### src/rtl/ttt_pkg.sv
// rtl/ttt_pkg.sv - shared tic-tac-toe constants, select FSM encoding and cell helpers
package ttt_pkg;

  localparam logic [2:0] STATUS_IN_PROGRESS = 3'b000;
  localparam int         IDX_W              = 4;
  localparam int         BOARD_W            = 9;
  localparam logic [IDX_W-1:0] CENTER_CELL  = 4'd4;

  typedef enum logic [1:0] {
    ST_IDLE  = 2'd0,
    ST_ISSUE = 2'd1,
    ST_WAIT  = 2'd2
  } sel_state_e;

  function automatic logic [BOARD_W-1:0] idx_to_onehot(input logic [IDX_W-1:0] idx);
    logic [BOARD_W-1:0] oh;
    oh = '0;
    if (idx < IDX_W'(BOARD_W)) oh[idx] = 1'b1;
    return oh;
  endfunction

endpackage

### src/rtl/move_entry_if.sv
// rtl/move_entry_if.sv - buttons, board readback and move request bundle
interface move_entry_if;
  import ttt_pkg::*;

  logic               btn_up;
  logic               btn_down;
  logic               btn_left;
  logic               btn_right;
  logic               btn_select;
  logic [BOARD_W-1:0] X_state;
  logic [BOARD_W-1:0] O_state;
  logic [2:0]         GameStatus;
  logic               move;
  logic [IDX_W-1:0]   nextMove;
  logic [BOARD_W-1:0] cursor;
  logic               cursor_blink;
  logic               reject;

  modport master (
    input  btn_up, btn_down, btn_left, btn_right, btn_select,
    input  X_state, O_state, GameStatus,
    output move, nextMove, cursor, cursor_blink, reject
  );

  modport slave (
    output btn_up, btn_down, btn_left, btn_right, btn_select,
    output X_state, O_state, GameStatus,
    input  move, nextMove, cursor, cursor_blink, reject
  );

endinterface

### src/rtl/button_debounce.sv
// rtl/button_debounce.sv - two-flop sync, level debounce and one-cycle press event
module button_debounce #(
  parameter int DEBOUNCE_CYCLES = 500000
) (
  input  logic clk,
  input  logic rst,
  input  logic btn_raw,
  output logic press
);

  localparam int               CNT_W   = $clog2(DEBOUNCE_CYCLES + 1);
  localparam logic [CNT_W-1:0] CNT_MAX = CNT_W'(DEBOUNCE_CYCLES - 1);

  logic             sync1_q, sync1_d;
  logic             sync2_q, sync2_d;
  logic             stable_q, stable_d;
  logic             stable_dly_q, stable_dly_d;
  logic             press_q, press_d;
  logic             armed_q, armed_d;
  logic [1:0]       fill_q, fill_d;
  logic [CNT_W-1:0] cnt_q, cnt_d;

  always_comb begin
    sync1_d      = btn_raw;
    sync2_d      = sync1_q;
    stable_d     = stable_q;
    stable_dly_d = stable_q;
    cnt_d        = '0;
    // Arm only once the refilled synchronizer has seen the button released,
    // so a button held through reset never produces a press.
    fill_d       = {fill_q[0], 1'b1};
    armed_d      = armed_q | (fill_q[1] & ~sync2_q);
    if (sync2_q != stable_q) begin
      if (cnt_q == CNT_MAX) stable_d = sync2_q;
      else                  cnt_d    = cnt_q + CNT_W'(1);
    end
    press_d = stable_q & ~stable_dly_q & armed_q;
  end

  always_ff @(posedge clk) begin
    if (rst) begin
      sync1_q      <= 1'b0;
      sync2_q      <= 1'b0;
      stable_q     <= 1'b0;
      stable_dly_q <= 1'b0;
      press_q      <= 1'b0;
      armed_q      <= 1'b0;
      fill_q       <= '0;
      cnt_q        <= '0;
    end else begin
      sync1_q      <= sync1_d;
      sync2_q      <= sync2_d;
      stable_q     <= stable_d;
      stable_dly_q <= stable_dly_d;
      press_q      <= press_d;
      armed_q      <= armed_d;
      fill_q       <= fill_d;
      cnt_q        <= cnt_d;
    end
  end

  assign press = press_q;

endmodule

### src/rtl/move_entry.sv
// rtl/move_entry.sv - button-driven 3x3 cursor and move request producer for the game-state block
module move_entry
  import ttt_pkg::*;
#(
  parameter int DEBOUNCE_CYCLES = 500000,
  parameter int BLINK_CYCLES    = 25000000,
  parameter int WAIT_CYCLES     = 15
) (
  input  logic         clk,
  input  logic         rst,
  move_entry_if.master bus
);

  localparam int                 BLINK_W   = $clog2(BLINK_CYCLES + 1);
  localparam logic [BLINK_W-1:0] BLINK_MAX = BLINK_W'(BLINK_CYCLES - 1);
  localparam int                 WAIT_W    = $clog2(WAIT_CYCLES + 1);
  localparam logic [WAIT_W-1:0]  WAIT_MAX  = WAIT_W'(WAIT_CYCLES - 1);

  logic ev_up, ev_down, ev_left, ev_right, ev_sel;

  button_debounce #(.DEBOUNCE_CYCLES(DEBOUNCE_CYCLES)) u_db_up (
    .clk(clk), .rst(rst), .btn_raw(bus.btn_up), .press(ev_up));
  button_debounce #(.DEBOUNCE_CYCLES(DEBOUNCE_CYCLES)) u_db_down (
    .clk(clk), .rst(rst), .btn_raw(bus.btn_down), .press(ev_down));
  button_debounce #(.DEBOUNCE_CYCLES(DEBOUNCE_CYCLES)) u_db_left (
    .clk(clk), .rst(rst), .btn_raw(bus.btn_left), .press(ev_left));
  button_debounce #(.DEBOUNCE_CYCLES(DEBOUNCE_CYCLES)) u_db_right (
    .clk(clk), .rst(rst), .btn_raw(bus.btn_right), .press(ev_right));
  button_debounce #(.DEBOUNCE_CYCLES(DEBOUNCE_CYCLES)) u_db_select (
    .clk(clk), .rst(rst), .btn_raw(bus.btn_select), .press(ev_sel));

  sel_state_e         state_q, state_d;
  logic [IDX_W-1:0]   idx_q, idx_d;
  logic [BOARD_W-1:0] cursor_q, cursor_d;
  logic [IDX_W-1:0]   next_move_q, next_move_d;
  logic               move_q, move_d;
  logic               reject_q, reject_d;
  logic               blink_q, blink_d;
  logic [BLINK_W-1:0] blink_cnt_q, blink_cnt_d;
  logic [WAIT_W-1:0]  wait_cnt_q, wait_cnt_d;
  logic [BOARD_W-1:0] occupied;
  logic               in_progress;

  assign occupied    = bus.X_state | bus.O_state;
  assign in_progress = (bus.GameStatus == STATUS_IN_PROGRESS);

  always_comb begin
    state_d     = state_q;
    idx_d       = idx_q;
    next_move_d = next_move_q;
    move_d      = 1'b0;
    reject_d    = 1'b0;
    wait_cnt_d  = wait_cnt_q;
    blink_d     = blink_q;
    blink_cnt_d = blink_cnt_q;

    // Select outranks navigation even when the FSM is busy and drops it.
    if (!ev_sel) begin
      if (ev_up)         idx_d = (idx_q < 4'd3) ? idx_q + 4'd6 : idx_q - 4'd3;
      else if (ev_down)  idx_d = (idx_q > 4'd5) ? idx_q - 4'd6 : idx_q + 4'd3;
      else if (ev_left)  idx_d = (idx_q % 4'd3 == 4'd0) ? idx_q + 4'd2 : idx_q - 4'd1;
      else if (ev_right) idx_d = (idx_q % 4'd3 == 4'd2) ? idx_q - 4'd2 : idx_q + 4'd1;
    end

    case (state_q)
      ST_IDLE: begin
        if (ev_sel) begin
          if (!occupied[idx_q] && in_progress) begin
            state_d     = ST_ISSUE;
            next_move_d = idx_q;
          end else begin
            reject_d = 1'b1;
          end
        end
      end
      ST_ISSUE: begin
        move_d     = 1'b1;
        wait_cnt_d = '0;
        state_d    = ST_WAIT;
      end
      ST_WAIT: begin
        wait_cnt_d = wait_cnt_q + WAIT_W'(1);
        if (occupied[next_move_q] || !in_progress || wait_cnt_q == WAIT_MAX)
          state_d = ST_IDLE;
      end
      default: state_d = ST_IDLE;
    endcase

    cursor_d = idx_to_onehot(idx_d);
    if (idx_d != idx_q) begin
      blink_cnt_d = '0;
      blink_d     = 1'b1;
    end else if (blink_cnt_q == BLINK_MAX) begin
      blink_cnt_d = '0;
      blink_d     = ~blink_q;
    end else begin
      blink_cnt_d = blink_cnt_q + BLINK_W'(1);
    end
  end

  always_ff @(posedge clk) begin
    if (rst) begin
      state_q     <= ST_IDLE;
      idx_q       <= CENTER_CELL;
      cursor_q    <= idx_to_onehot(CENTER_CELL);
      next_move_q <= CENTER_CELL;
      move_q      <= 1'b0;
      reject_q    <= 1'b0;
      blink_q     <= 1'b1;
      blink_cnt_q <= '0;
      wait_cnt_q  <= '0;
    end else begin
      state_q     <= state_d;
      idx_q       <= idx_d;
      cursor_q    <= cursor_d;
      next_move_q <= next_move_d;
      move_q      <= move_d;
      reject_q    <= reject_d;
      blink_q     <= blink_d;
      blink_cnt_q <= blink_cnt_d;
      wait_cnt_q  <= wait_cnt_d;
    end
  end

  assign bus.move         = move_q;
  assign bus.nextMove     = next_move_q;
  assign bus.cursor       = cursor_q;
  assign bus.cursor_blink = blink_q;
  assign bus.reject       = reject_q;

endmodule
### src/flat_wrapper.sv
// flat-port wrapper written by rule: the top's interface ports become plain ports
module move_entry_flat import ttt_pkg::*;
#(
  parameter int DEBOUNCE_CYCLES = 500000,
  parameter int BLINK_CYCLES    = 25000000,
  parameter int WAIT_CYCLES     = 15
)
  (clk, rst, bus_btn_up, bus_btn_down, bus_btn_left, bus_btn_right, bus_btn_select, bus_X_state, bus_O_state, bus_GameStatus, bus_move, bus_nextMove, bus_cursor, bus_cursor_blink, bus_reject);
  move_entry_if bus_i ();
  input  logic clk;
  input  logic rst;
  input wire logic [$bits(bus_i.btn_up)-1:0] bus_btn_up;
  input wire logic [$bits(bus_i.btn_down)-1:0] bus_btn_down;
  input wire logic [$bits(bus_i.btn_left)-1:0] bus_btn_left;
  input wire logic [$bits(bus_i.btn_right)-1:0] bus_btn_right;
  input wire logic [$bits(bus_i.btn_select)-1:0] bus_btn_select;
  input wire logic [$bits(bus_i.X_state)-1:0] bus_X_state;
  input wire logic [$bits(bus_i.O_state)-1:0] bus_O_state;
  input wire logic [$bits(bus_i.GameStatus)-1:0] bus_GameStatus;
  output wire logic [$bits(bus_i.move)-1:0] bus_move;
  output wire logic [$bits(bus_i.nextMove)-1:0] bus_nextMove;
  output wire logic [$bits(bus_i.cursor)-1:0] bus_cursor;
  output wire logic [$bits(bus_i.cursor_blink)-1:0] bus_cursor_blink;
  output wire logic [$bits(bus_i.reject)-1:0] bus_reject;
  assign bus_i.btn_up = bus_btn_up;
  assign bus_i.btn_down = bus_btn_down;
  assign bus_i.btn_left = bus_btn_left;
  assign bus_i.btn_right = bus_btn_right;
  assign bus_i.btn_select = bus_btn_select;
  assign bus_i.X_state = bus_X_state;
  assign bus_i.O_state = bus_O_state;
  assign bus_i.GameStatus = bus_GameStatus;
  assign bus_move = bus_i.move;
  assign bus_nextMove = bus_i.nextMove;
  assign bus_cursor = bus_i.cursor;
  assign bus_cursor_blink = bus_i.cursor_blink;
  assign bus_reject = bus_i.reject;
  move_entry #(.DEBOUNCE_CYCLES(DEBOUNCE_CYCLES), .BLINK_CYCLES(BLINK_CYCLES), .WAIT_CYCLES(WAIT_CYCLES)) u_core (.clk(clk), .rst(rst), .bus(bus_i));
endmodule
### config.mk
export PLATFORM = sky130hd
export DESIGN_NAME = move_entry_flat
export DESIGN_NICKNAME = d
export VERILOG_FILES = /design/src/rtl/ttt_pkg.sv /design/src/rtl/move_entry_if.sv /design/src/rtl/button_debounce.sv /design/src/rtl/move_entry.sv /design/src/flat_wrapper.sv
export SDC_FILE = /design/constraint.sdc
export NUM_CORES = 1
export LEC_CHECK = 0
export BUFFER_PORTS_ARGS = -buffer_cell sky130_fd_sc_hd__buf_2
export CORE_UTILIZATION = 40
export CTS_BUF_LIST = sky130_fd_sc_hd__clkbuf_16
export DETAILED_ROUTE_END_ITERATION = 12
export GPL_ROUTABILITY_DRIVEN = 0
export PLACE_DENSITY = 0.53
export RECOVER_POWER = 50
export SYNTH_ARGS = -nofsm -noshare
export SYNTH_HDL_FRONTEND = slang
export SYNTH_SLANG_ARGS = --single-unit
### constraint.sdc
create_clock -name clk -period 11.2 [get_ports clk]
set_clock_uncertainty 0.15 [all_clocks]
set_input_delay 0.56 -clock clk [delete_from_list [all_inputs] [get_ports clk]]
set_output_delay 0.56 -clock clk [all_outputs]
set_load 0.1 [all_outputs]
==> results by group, run 1 <==
STA
  • Final hold violation count: 0
  • Crit share post-route: 44.6%
  • Final Setup Violations: 0
  • Max-slew headroom: -43.9%
  • RSZ-0062 raised after global routing: no
  • Crit path time final: 4.99 ns
  • Max Slew Vio Count: 51
  • Worst slew pin tran: 2.16 ns
  • Highest Clock Rate: 200 MHz
  • Setup TNS: 0 ns

Critical path
  • Max Fanout on Critical Path: 26
  • CP max stage cell: dfxtp_1
  • Critical path cell sequence: nand2b_1 -> inv_1 -> ha_1 -> inv_1 -> ha_1 -> nand2_1 -> xnor2_1 -> ha_1 -> inv_1 -> a211o_1 -> a32oi_4 -> mux2_4 -> a31oi_2 -> mux2i_2 -> nand3_4 -> nand2b_1
  • Worst Path Required: 11.36 ns
  • CP max stage delay: 0.83 ns
  • Crit path launch type: flip-flop
  • Worst setup path class: reg2reg
  • CP Buf/Inv Count: 3
  • Critical path capture point type: flip-flop
  • Worst Path Arrival: 5.15 ns
  • Crit path max-delay family: simple AND/OR/NAND/NOR gates

Power
  • Flop pwr share: 49.6%
  • Final Power: 1.29 mW
  • Pint: 1.01 mW
  • Sw Ratio: 22.2%
  • Leak pwr: 3.35 nW
  • Max IR drop VDD: 0.0970 mV
  • Clock power frac: 48.3%
  • Logic pwr share: 2.1%
  • PwrDens: 135 nW/µm²
  • Psw: 0.287 mW

GRT
  • Initial antenna violation count: 0
  • Largest net degree at the start of global routing: 51
  • Grt ovf: 0
  • Vias in the first global route: 5803
  • Total global-route track usage: 15.3%
  • First-pass GRT wire length: 27.6 mm

Yosys
  • Synth cell types: 66
  • Number of synthesized flops with an enable pin: 0
  • Post-synthesis cell count: 977
  • Yosys synthesis warning count: 0
  • Yosys reg bits: 178
  • Ys flop type: dfxtp_1
  • Sequential cell area fraction in the yosys report: 41.6%
  • FFs w/ async S/R, synth: 0%
  • Avg Inst Size Synth: 8.76 µm²
  • Syn nets: 1029
  • Post-Syn Area: 8560 µm²

Clocking
  • Htree depth: 4
  • CTS tree: built
  • Root buffer cell: clkbuf_16
  • Cts bufs inserted: 17
  • Post-CTS Setup Repair Bufs: 0
  • Clock-pin slew on the worst setup and hold paths: 0.07 ns
  • CTS resizes: 0
  • Clk_lat worst skew: 0.43 ns
  • # clock sinks: 178
  • CTS max path bufs: 2
  • Hold_buf cts: 0

Floorplanning
  • FP Rows: 53
  • Initial Utilization: 40.7%
  • Core Region: 21000 µm²
  • Ports: 44
  • Die Y: 148 µm
  • Die width: 148 µm
  • Area of the die: 22000 µm²

Status
  • Outcome: finished, violations left
  • Failing checks: max-capacitance violations, max-slew violations

Detailed routing
  • 1st-iter DRT viols: 276
  • DRC Markers: 0
  • WL/cell: 12.2 µm
  • Drt pass-1 iters: 6
  • Routed wire length: 15.9 mm
  • Routed Antenna Nets: 0
  • Vias: 6330
  • Vias/cell: 4.87

Run
  • Max-Cap Viols: 1

Cells and area
  • Ratio of cells with drive above 1 in the final layout: 9.96%
  • Layout Utilization: 45.6%
  • Commonest non-fill, non-tap cells in the layout: 178 x dfxtp_1, 166 x nor2_1, 90 x nand2_1
  • Commonest non-fill, non-tap cell in the layout: dfxtp_1
  • Antenna cell count: 0
  • Area growth syn-to-layout: 11.9%
  • Final nets: 1063

Hold path
  • HP Class: in2reg

Placed design
  • Post-detail-place hpwl: 10.9 mm
  • Port buffer count: 43
==> routing by layer <==
| layer | GRT usage [%] | share of wire, % | up-vias | wire, µm |
|---|---|---|---|---|
| met5 | 0 | 0 | - | 0 |
| met4 | 5.05 | 1.1 | 0 | 172 |
| met3 | 3.07 | 2.6 | 15 | 406 |
| met2 | 23.8 | 45 | 64 | 7070 |
| met1 | 21.2 | 52 | 2872 | 8220 |
| li1 | - | - | 3379 | - |
==> layout make-up <==
class	instances	area [µm²]
fillers	2047	11400
multi-input cells	731	4700
flip-flops and latches	178	3560
clock buffers	17	425
well taps	275	344
repair buffers	47	223
clock inverters	15	193
inverters	36	135
==> final timing paths <==
| path | startpoint | endpoint | slack (ns) | cells past startpoint |
|---|---|---|---|---|
| min | bus_btn_select | u_core.u_db_select.sync1_q$_SDFF_PP0_ | 0.19 | 2 |
| max | u_core.idx_q[2]$_SDFF_PP1_ | u_core.bus.cursor_blink$_SDFFE_PP1P_ | 6.21 | 16 |
| min reg2reg | u_core.u_db_up.sync1_q$_SDFF_PP0_ | u_core.u_db_up.sync2_q$_SDFF_PP0_ | 0.29 | 1 |
| max reg2reg | u_core.idx_q[2]$_SDFF_PP1_ | u_core.bus.cursor_blink$_SDFFE_PP1P_ | 6.21 | 16 |
==> stage by stage <==
| stage | hold WS [ns] | cell area [µm²] | std cells | setup WS, ns |
|---|---|---|---|---|
| floorplan | 0.263 | 8560 | 977 | 7.26 |
| global placement | 0.268 | 8980 | 1267 | 6.25 |
| detailed placement | 0.275 | 8980 | 1267 | 6.14 |
| CTS | 0.170 | 9600 | 1299 | 6.15 |
| global route | 0.176 | 9580 | 1299 | 5.83 |
| finish | 0.189 | 9580 | 1299 | 6.21 |
==> power groups by stage <==
stage               Combinational (mW)  Clock, mW  Sequential, mW
CTS                             0.0283      0.647           0.641
global route                    0.0311      0.670           0.641
global placement                0.0280          0           0.655
floorplan                       0.0206          0           0.655
finish                          0.0273      0.624           0.641
detailed placement              0.0281          0           0.656
==> cells by family after synthesis <==
group           after synthesis  share of synthesized area [%]
simple gates                482                           29.2
flops                       178                           41.6
xor+xnor                    115                           11.8
compound gates               91                           8.04
buf+inv                      68                           3.52
fa+ha+maj                    24                           3.51
mux                          19                           2.38
==> registers in the layout, indices dropped and copies added (netlist names), 2 cells and up <==
| register | flops |
|---|---|
| u_core.blink_cnt_q | 25 |
| u_core.bus.cursor | 9 |
| u_core.bus.nextMove | 4 |
| u_core.idx_q | 4 |
| u_core.state_q | 2 |
| u_core.u_db_down.cnt_q | 19 |
| u_core.u_db_left.cnt_q | 19 |
| u_core.u_db_right.cnt_q | 19 |
| u_core.u_db_select.cnt_q | 19 |
| u_core.u_db_up.cnt_q | 19 |
| u_core.wait_cnt_q | 4 |
==> cells in the mapped netlist (all sizes together) (5+ instances only) <==
cell    number  share of area [%]
nand2b      15                1.2
nand3b       5               0.44
xor2        65                6.6
nand2       90                3.9
inv         36                1.6
nand3       45                2.8
clkbuf      19               0.83
nand4       18                1.3
mux2i       17                2.0
o21ai       15               0.88
or3         15                1.1
and4        10                1.0
a211oi      13                1.3
nor3        23                1.3
dfxtp      178                 42
nor4b        9               0.92
and3b        5               0.51
buf         13                1.1
ha          24                3.5
nor4         7               0.51
xnor2       50                5.1
nor2       186                9.9
a21oi       32                1.9
and3        21                1.5
nor2b       20                1.5
Note: power is estimated with default switching activity, not from simulation.
==> inputs of run 2 (changes only) <==
PLACE_DENSITY = 0.55   (was 0.53)
clock period = 4.5 ns   (was 11.2 ns; I/O delays follow)
==> run 2 against run 1 <==
Net effect: the flow still finishes with violations (max-capacitance violations, max-slew violations); die area unchanged; first-iteration DRC count down 16%; count of clock-buffer cells in the layout unchanged; fmax rose by 24%; non-clock buffer count rose by 12; setup slack worse by 5.7 ns; total power rose by 140%; register-to-register slack worse by 5.7 ns; sequential power rose by 150%; highest routed layer unchanged.
==> results by group, run 2 (same netlist as run 1, synthesis figures left out) <==
GRT
  • First-pass GRT wire length: 28.2 mm (+2.4%)
  • Grt ovf: 0 (unchanged)
  • Total global-route track usage: 15.7% (+0.39 points)
  • Largest net degree at the start of global routing: 50 (-2.0%)
  • Initial antenna violation count: 0 (unchanged)
  • Vias in the first global route: 5953 (+2.6%)

Detailed routing
  • WL/cell: 12.5 µm (+2.5%)
  • 1st-iter DRT viols: 231 (-16%)
  • Routed wire length: 16.4 mm (+3.5%)
  • Drt pass-1 iters: 4 (-2)
  • Routed Antenna Nets: 0 (unchanged)
  • DRC Markers: 0 (unchanged)
  • Vias/cell: 4.90 (+0.49%)
  • Vias: 6420 (+1.4%)

Critical path
  • CP max stage cell: dfxtp_1
  • Critical path cell sequence: nand2b_1 -> inv_1 -> ha_1 -> inv_1 -> ha_1 -> nand2_1 -> xnor2_1 -> ha_1 -> inv_1 -> a211o_1 -> a32oi_4 -> mux2_4 -> a31oi_2 -> mux2i_2 -> nand3_4 -> buf_4 -> nor2_4
  • Reg2reg setup slack: 0.49 ns (-5.72 ns)
  • Worst R2R Start: u_core.idx_q[2]$_SDFF_PP1_
  • Critical path capture point type: flip-flop
  • CP max stage delay: 0.52 ns (-0.31 ns)
  • Crit path from: u_core.idx_q[2]$_SDFF_PP1_
  • Max Fanout on Critical Path: 11 (-58%)
  • Worst setup path class: reg2reg
  • Reg-to-reg critical path endpoint: u_core.blink_cnt_q[24]$_SDFF_PP0_
  • Reg2Reg Depth: 17 (+1)
  • Worst Path Arrival: 4.22 ns (-0.93 ns)
  • Worst Path Required: 4.71 ns (-6.65 ns)
  • Crit path launch type: flip-flop
  • Worst setup endpoint: u_core.blink_cnt_q[24]$_SDFF_PP0_

Power
  • Logic pwr share: 2.4% (+0.3 points)
  • Flop pwr share: 50.5% (+0.9 points)
  • Sw Ratio: 21.2% (-0.99 points)
  • Psw: 0.670 mW (+130%)
  • Clock power frac: 47.1% (-1.2 points)
  • Pint: 2.49 mW (+150%)
  • Max IR drop VDD: 0.225 mV (+130%)
  • Leak pwr: 3.39 nW (+1.4%)
  • PwrDens: 327 nW/µm² (+140%)

Clocking
  • Clock-pin slew on the worst setup and hold paths: 0.06 ns (about the same)
  • Cts bufs inserted: 17 (unchanged)
  • # clock sinks: 178 (unchanged)
  • CTS max path bufs: 2 (unchanged)
  • CTS tree: built
  • Post-CTS Setup Repair Bufs: 0 (unchanged)
  • Clk_lat worst skew: 0.43 ns (about the same)
  • Root buffer cell: clkbuf_16
  • Htree depth: 4 (unchanged)

STA
  • Crit share post-route: 89.1% (+45 points)
  • Worst slew pin tran: 2.13 ns (-0.0245 ns)
  • Max-slew headroom: -42.3% (+1.6 points)
  • Worst hold margin: 0.148 ns (-0.0401 ns)
  • Final hold violation count: 0 (unchanged)
  • Crit path time final: 4.01 ns (-0.981 ns)
  • RSZ-0062 raised after global routing: no
  • Setup TNS: 0 ns (unchanged)
  • Final Setup Violations: 0 (unchanged)
  • Highest Clock Rate: 249 MHz (+24%)
  • Max Slew Vio Count: 50 (-2.0%)
  • Setup WS post-layout: 0.490 ns (-5.72 ns)

Placed design
  • Post-detail-place hpwl: 11.4 mm (+5.3%)
  • Area after DPL: 9040 µm² (+0.58%)
  • Port buffer count: 43 (unchanged)
  • Pre-CTS setup slack: 0.457 ns (-5.68 ns)

Cells and area
  • Fill cell count: 2101 (+2.6%)
  • Final Cell Area: 9650 µm² (+0.77%)
  • Reg with most FFs: u_core.blink_cnt_q
  • Ratio of cells with drive above 1 in the final layout: 9.85% (-0.12 points)
  • Commonest non-fill, non-tap cells in the layout: 178 x dfxtp_1, 166 x nor2_1, 90 x nand2_1
  • Final nets: 1075 (+1.1%)
  • Commonest non-fill, non-tap cell in the layout: dfxtp_1
  • Antenna cell count: 0 (unchanged)
  • Layout Utilization: 45.9% (+0.35 points)
  • Largest register FFs: 25 (unchanged)
  • Area growth syn-to-layout: 12.8%

Run
  • Max-Cap Viols: 1 (unchanged)

Floorplanning
  • Ports: 44 (unchanged)
  • Die Y: 148 µm (unchanged)
  • Die width: 148 µm (unchanged)
  • Core Region: 21000 µm² (unchanged)
  • Initial Utilization: 40.7% (unchanged)
  • Area of the die: 22000 µm² (unchanged)
  • FP Rows: 53 (unchanged)

Hold path
  • HP Class: in2reg

Status
  • Outcome: finished, violations left
  • Failing checks: max-capacitance violations, max-slew violations
run 2: how the worst min path moves through the flow:
stage / start / to / cells past startpoint
after floorplan: rst / u_core.u_db_select.fill_q[0]$_DFF_P_ / 1
after global placement: u_core.u_db_select.fill_q[0]$_DFF_P_ / u_core.u_db_up.fill_q[1]$_SDFF_PP0_ / 1
after detailed placement: u_core.u_db_right.sync1_q$_SDFF_PP0_ / u_core.u_db_right.sync2_q$_SDFF_PP0_ / 1
after CTS: bus_GameStatus[2] / u_core.bus.reject$_SDFF_PP0_ / 5
after global routing: bus_GameStatus[2] / u_core.bus.reject$_SDFF_PP0_ / 5
final: bus_GameStatus[2] / u_core.bus.reject$_SDFF_PP0_ / 5
run 2: power by group through the flow:
stage / Sequential [mW] / Clock (mW) / Combinational [mW]
2_1_floorplan: 1.63 / 0 / 0.0512
3_3_place_gp: 1.63 / 0 / 0.0727
3_5_place_dp: 1.63 / 0 / 0.0727
4_1_cts: 1.60 / 1.54 / 0.0762
5_1_grt: 1.60 / 1.61 / 0.0829
6_report: 1.60 / 1.49 / 0.0744
run 2: layout make-up:
class	count	area, µm²	area share [%]
clock inverter	15	166	1.72
tap	275	344	3.56
sequential	178	3560	36.9
inverter	36	135	1.40
clock buffer	17	425	4.41
multi-input combinational	731	4700	48.7
timing repair buffer	59	323	3.34
run 2: routing by layer:
layer / part of all wire [%] / global-route usage, % / up-vias
li1: - / - / 3397
met1: 52 / 21.4 / 2924
met2: 43 / 24.6 / 84
met3: 3.2 / 3.37 / 15
met4: 1.2 / 5.36 / 0
met5: 0 / 0 / -
run 2: worst max-delay path, delay by kind of cell (launching register included):
family	cells	cell delay (ns)
and+or+nand+nor	4	0.59
DFF	1	0.52
xor gates and xnor gates	1	0.08
AOI/OAI and AO/OA	3	0.81
muxes	2	0.62
buffers and inverters	4	0.52
adders and majority gates	3	0.66
run 2: timing repair:
item,in CTS,in global routing
hold buffers,5,0
hold endpoints to repair,5,0
resized for setup,0,0
run 2: through the flow:
stage | cells | total power [mW]
5_1_grt | 1311 | 3.29
3_5_place_dp | 1274 | 1.70
4_1_cts | 1311 | 3.22
2_1_floorplan | 977 | 1.68
3_3_place_gp | 1274 | 1.70
6_report | 1311 | 3.16
==> inputs of run 3 (changes only) <==
REMOVE_ABC_BUFFERS = 1   (was unset)
==> run 3 against run 2 <==
Net effect: the run still ends with max-capacitance violations, max-slew violations left; sequential share of layout area rose by 0.13 points; total power is 1.8% lower; clock power fell by 4%; critical endpoint is now u_core.blink_cnt_q[8]$_SDFF_PP0_.
==> results by group, run 3 (same netlist as run 1, synthesis figures left out) <==
Cells and area
  • Final nets: 1073 (-0.19%)
  • Antenna cell count: 0 (unchanged)
  • Commonest non-fill, non-tap cell in the layout: dfxtp_1
  • Area growth syn-to-layout: 12.3%
  • Ratio of cells with drive above 1 in the final layout: 9.86% (+0.019 points)
  • Reg with most FFs: u_core.blink_cnt_q
  • Commonest non-fill, non-tap cells in the layout: 178 x dfxtp_1, 166 x nor2_1, 90 x nand2_1
  • Layout Utilization: 45.8% (-0.17 points)
  • Largest register FFs: 25 (unchanged)

Critical path
  • Reg2reg setup slack: 0.45 ns (-0.04 ns)
  • CP max stage delay: 0.35 ns (-0.17 ns)
  • Worst Path Required: 4.72 ns (about the same)
  • Most used cell, CP: ha_1
  • Critical path cell sequence: buf_4 -> nand2b_1 -> ha_1 -> nand2_1 -> xnor2_1 -> ha_1 -> inv_1 -> a211o_1 -> a32oi_4 -> mux2_4 -> a31oi_2 -> mux2i_2 -> nand3_4 -> buf_12 -> nor2_1
  • CP Buf/Inv Count: 3 (-1)
  • Worst R2R Start: u_core.idx_q[3]$_SDFF_PP0_
  • Reg2Reg Depth: 15 (-2)
  • CP max stage cell: ha_1
  • Crit path max-delay family: compound AO/OA/AOI/OAI gates
  • Worst setup path class: reg2reg
  • Worst Path Arrival: 4.27 ns (+0.05 ns)
  • Crit path launch type: flip-flop
  • Critical path capture point type: flip-flop
  • Reg-to-reg critical path endpoint: u_core.blink_cnt_q[8]$_SDFF_PP0_
  • Max Fanout on Critical Path: 25 (+14)

STA
  • Setup TNS: 0 ns (unchanged)
  • RSZ-0062 raised after global routing: no
  • Max Slew Vio Count: 50 (unchanged)
  • Highest Clock Rate: 247 MHz (-0.89%)
  • Worst hold margin: 0.212 ns (+0.0636 ns)
  • Crit share post-route: 89.9% (+0.80 points)
  • Worst slew pin tran: 2.20 ns (+0.0688 ns)
  • Max-slew headroom: -46.9% (-4.6 points)
  • Setup WS post-layout: 0.454 ns (-0.0361 ns)
  • Final hold violation count: 0 (unchanged)
  • Final Setup Violations: 0 (unchanged)
  • Crit path time final: 4.05 ns (+0.0361 ns)

Floorplanning
  • Die Y: 148 µm (unchanged)
  • Area of the die: 22000 µm² (unchanged)
  • Initial Utilization: 40.7% (unchanged)
  • Die width: 148 µm (unchanged)
  • Core Region: 21000 µm² (unchanged)
  • Ports: 44 (unchanged)
  • FP Rows: 53 (unchanged)

Detailed routing
  • Drt pass-1 iters: 4 (unchanged)
  • Routed wire length: 16.4 mm (+0.20%)
  • Routed Antenna Nets: 0 (unchanged)
  • Vias/cell: 4.90 (about the same)
  • DRC Markers: 0 (unchanged)
  • WL/cell: 12.6 µm (+0.35%)
  • Vias: 6408 (-0.19%)
  • 1st-iter DRT viols: 230 (-0.43%)

Clocking
  • Htree depth: 4 (unchanged)
  • Clock-pin slew on the worst setup and hold paths: 0.07 ns (about the same)
  • # clock sinks: 178 (unchanged)
  • CTS max path bufs: 2 (unchanged)
  • CTS tree: built
  • Cts bufs inserted: 17 (unchanged)
  • Root buffer cell: clkbuf_16
  • Clk_lat worst skew: 0.43 ns (about the same)
  • Post-CTS Setup Repair Bufs: 0 (unchanged)

GRT
  • Initial antenna violation count: 0 (unchanged)
  • Total global-route track usage: 15.8% (+0.10 points)
  • Vias in the first global route: 6039 (+1.4%)
  • Largest net degree at the start of global routing: 50 (unchanged)
  • First-pass GRT wire length: 28.1 mm (-0.44%)
  • Grt ovf: 0 (unchanged)

Placed design
  • Pre-CTS setup slack: 0.445 ns (-0.0123 ns)
  • Post-detail-place hpwl: 11.4 mm (-0.68%)
  • Port buffer count: 43 (unchanged)

Hold path
  • Worst hold start: bus_GameStatus[2]
  • Worst hold path stage count: 5 (unchanged)
  • HP Class: in2reg
  • Hold Path End: u_core.bus.reject$_SDFF_PP0_

Power
  • Max IR drop VDD: 0.215 mV (-4.4%)
  • Leak pwr: 3.38 nW (-0.45%)
  • PwrDens: 322 nW/µm² (-1.4%)
  • Final Power: 3.10 mW (-1.8%)

Status
  • Outcome: finished, violations left
  • Failing checks: max-capacitance violations, max-slew violations

Run
  • Max-Cap Viols: 1 (unchanged)
==> run 3: cell types whose count changed in the layout (fill, tap and decap cells not counted) <==
cell | before | now
buf_4 | 10 | 7
clkinv_2 | 1 | 3
bufinv_16 | 3 | 1
clkinv_4 | 4 | 3
inv_8 | 0 | 3
buf_12 | 0 | 1
clkinv_1 | 3 | 1
==> run 3: what timing repair did <==
action                                 CTS  global route
gates resized for setup                  0             0
hold buffers                             5             0
endpoints found under the hold margin    5             0
==> run 3: routing by layer <==
layer / share of wire [%] / global-route usage (%)
met4: 1.1 / 5.31
met2: 47 / 26.1
met5: 0 / 0
met3: 2.3 / 3.74
met1: 50 / 20.3
==> run 3: cell type report <==
cell class,instances,area (µm²)
clock buffers,17,425
inverters,36,135
well taps,275,344
fillers,2070,11400
flip-flops and latches,178,3560
repair buffers,57,320
multi-input cells,731,4700
clock inverters,15,134
==> run 3: worst reg2reg max path, delay by kind of cell (launching register included) <==
family          cells  cell delay [ns]
compound gates      3             0.83
mux                 2             0.63
buf+inv             3             0.68
simple gates        4             0.70
xor+xnor            1             0.08
flops               1             0.32
fa+ha+maj           2             0.59
==> run 3: power breakdown <==
group | leakage (nW) | internal [mW] | switching [mW]
sequential | 1.44 | 1.59 | 0.00824
clock | 0.287 | 0.770 | 0.660
combinational | 1.65 | 0.0301 | 0.0451
==> run 3: worst max-delay path by stage <==
stage	slack, ns	endpoint	from	cells past startpoint
after floorplan	-0.12	u_core.bus.cursor_blink$_SDFFE_PP1P_	u_core.idx_q[3]$_SDFF_PP0_	16
after global placement	0.51	u_core.blink_cnt_q[6]$_SDFF_PP0_	u_core.idx_q[3]$_SDFF_PP0_	17
after detailed placement	0.44	u_core.blink_cnt_q[6]$_SDFF_PP0_	u_core.idx_q[3]$_SDFF_PP0_	15
after CTS	0.43	u_core.blink_cnt_q[8]$_SDFF_PP0_	u_core.idx_q[3]$_SDFF_PP0_	15
after global routing	0.13	u_core.blink_cnt_q[6]$_SDFF_PP0_	u_core.idx_q[3]$_SDFF_PP0_	17
final	0.45	u_core.blink_cnt_q[8]$_SDFF_PP0_	u_core.idx_q[3]$_SDFF_PP0_	15
==> run 3: metrics by stage <==
| stage | area (µm²) | std cells |
|---|---|---|
| 2_1_floorplan | 8400 | 945 |
| 3_5_place_dp | 9030 | 1272 |
| 6_report | 9620 | 1309 |
| 3_3_place_gp | 9030 | 1272 |
| 5_1_grt | 9620 | 1309 |
| 4_1_cts | 9640 | 1309 |
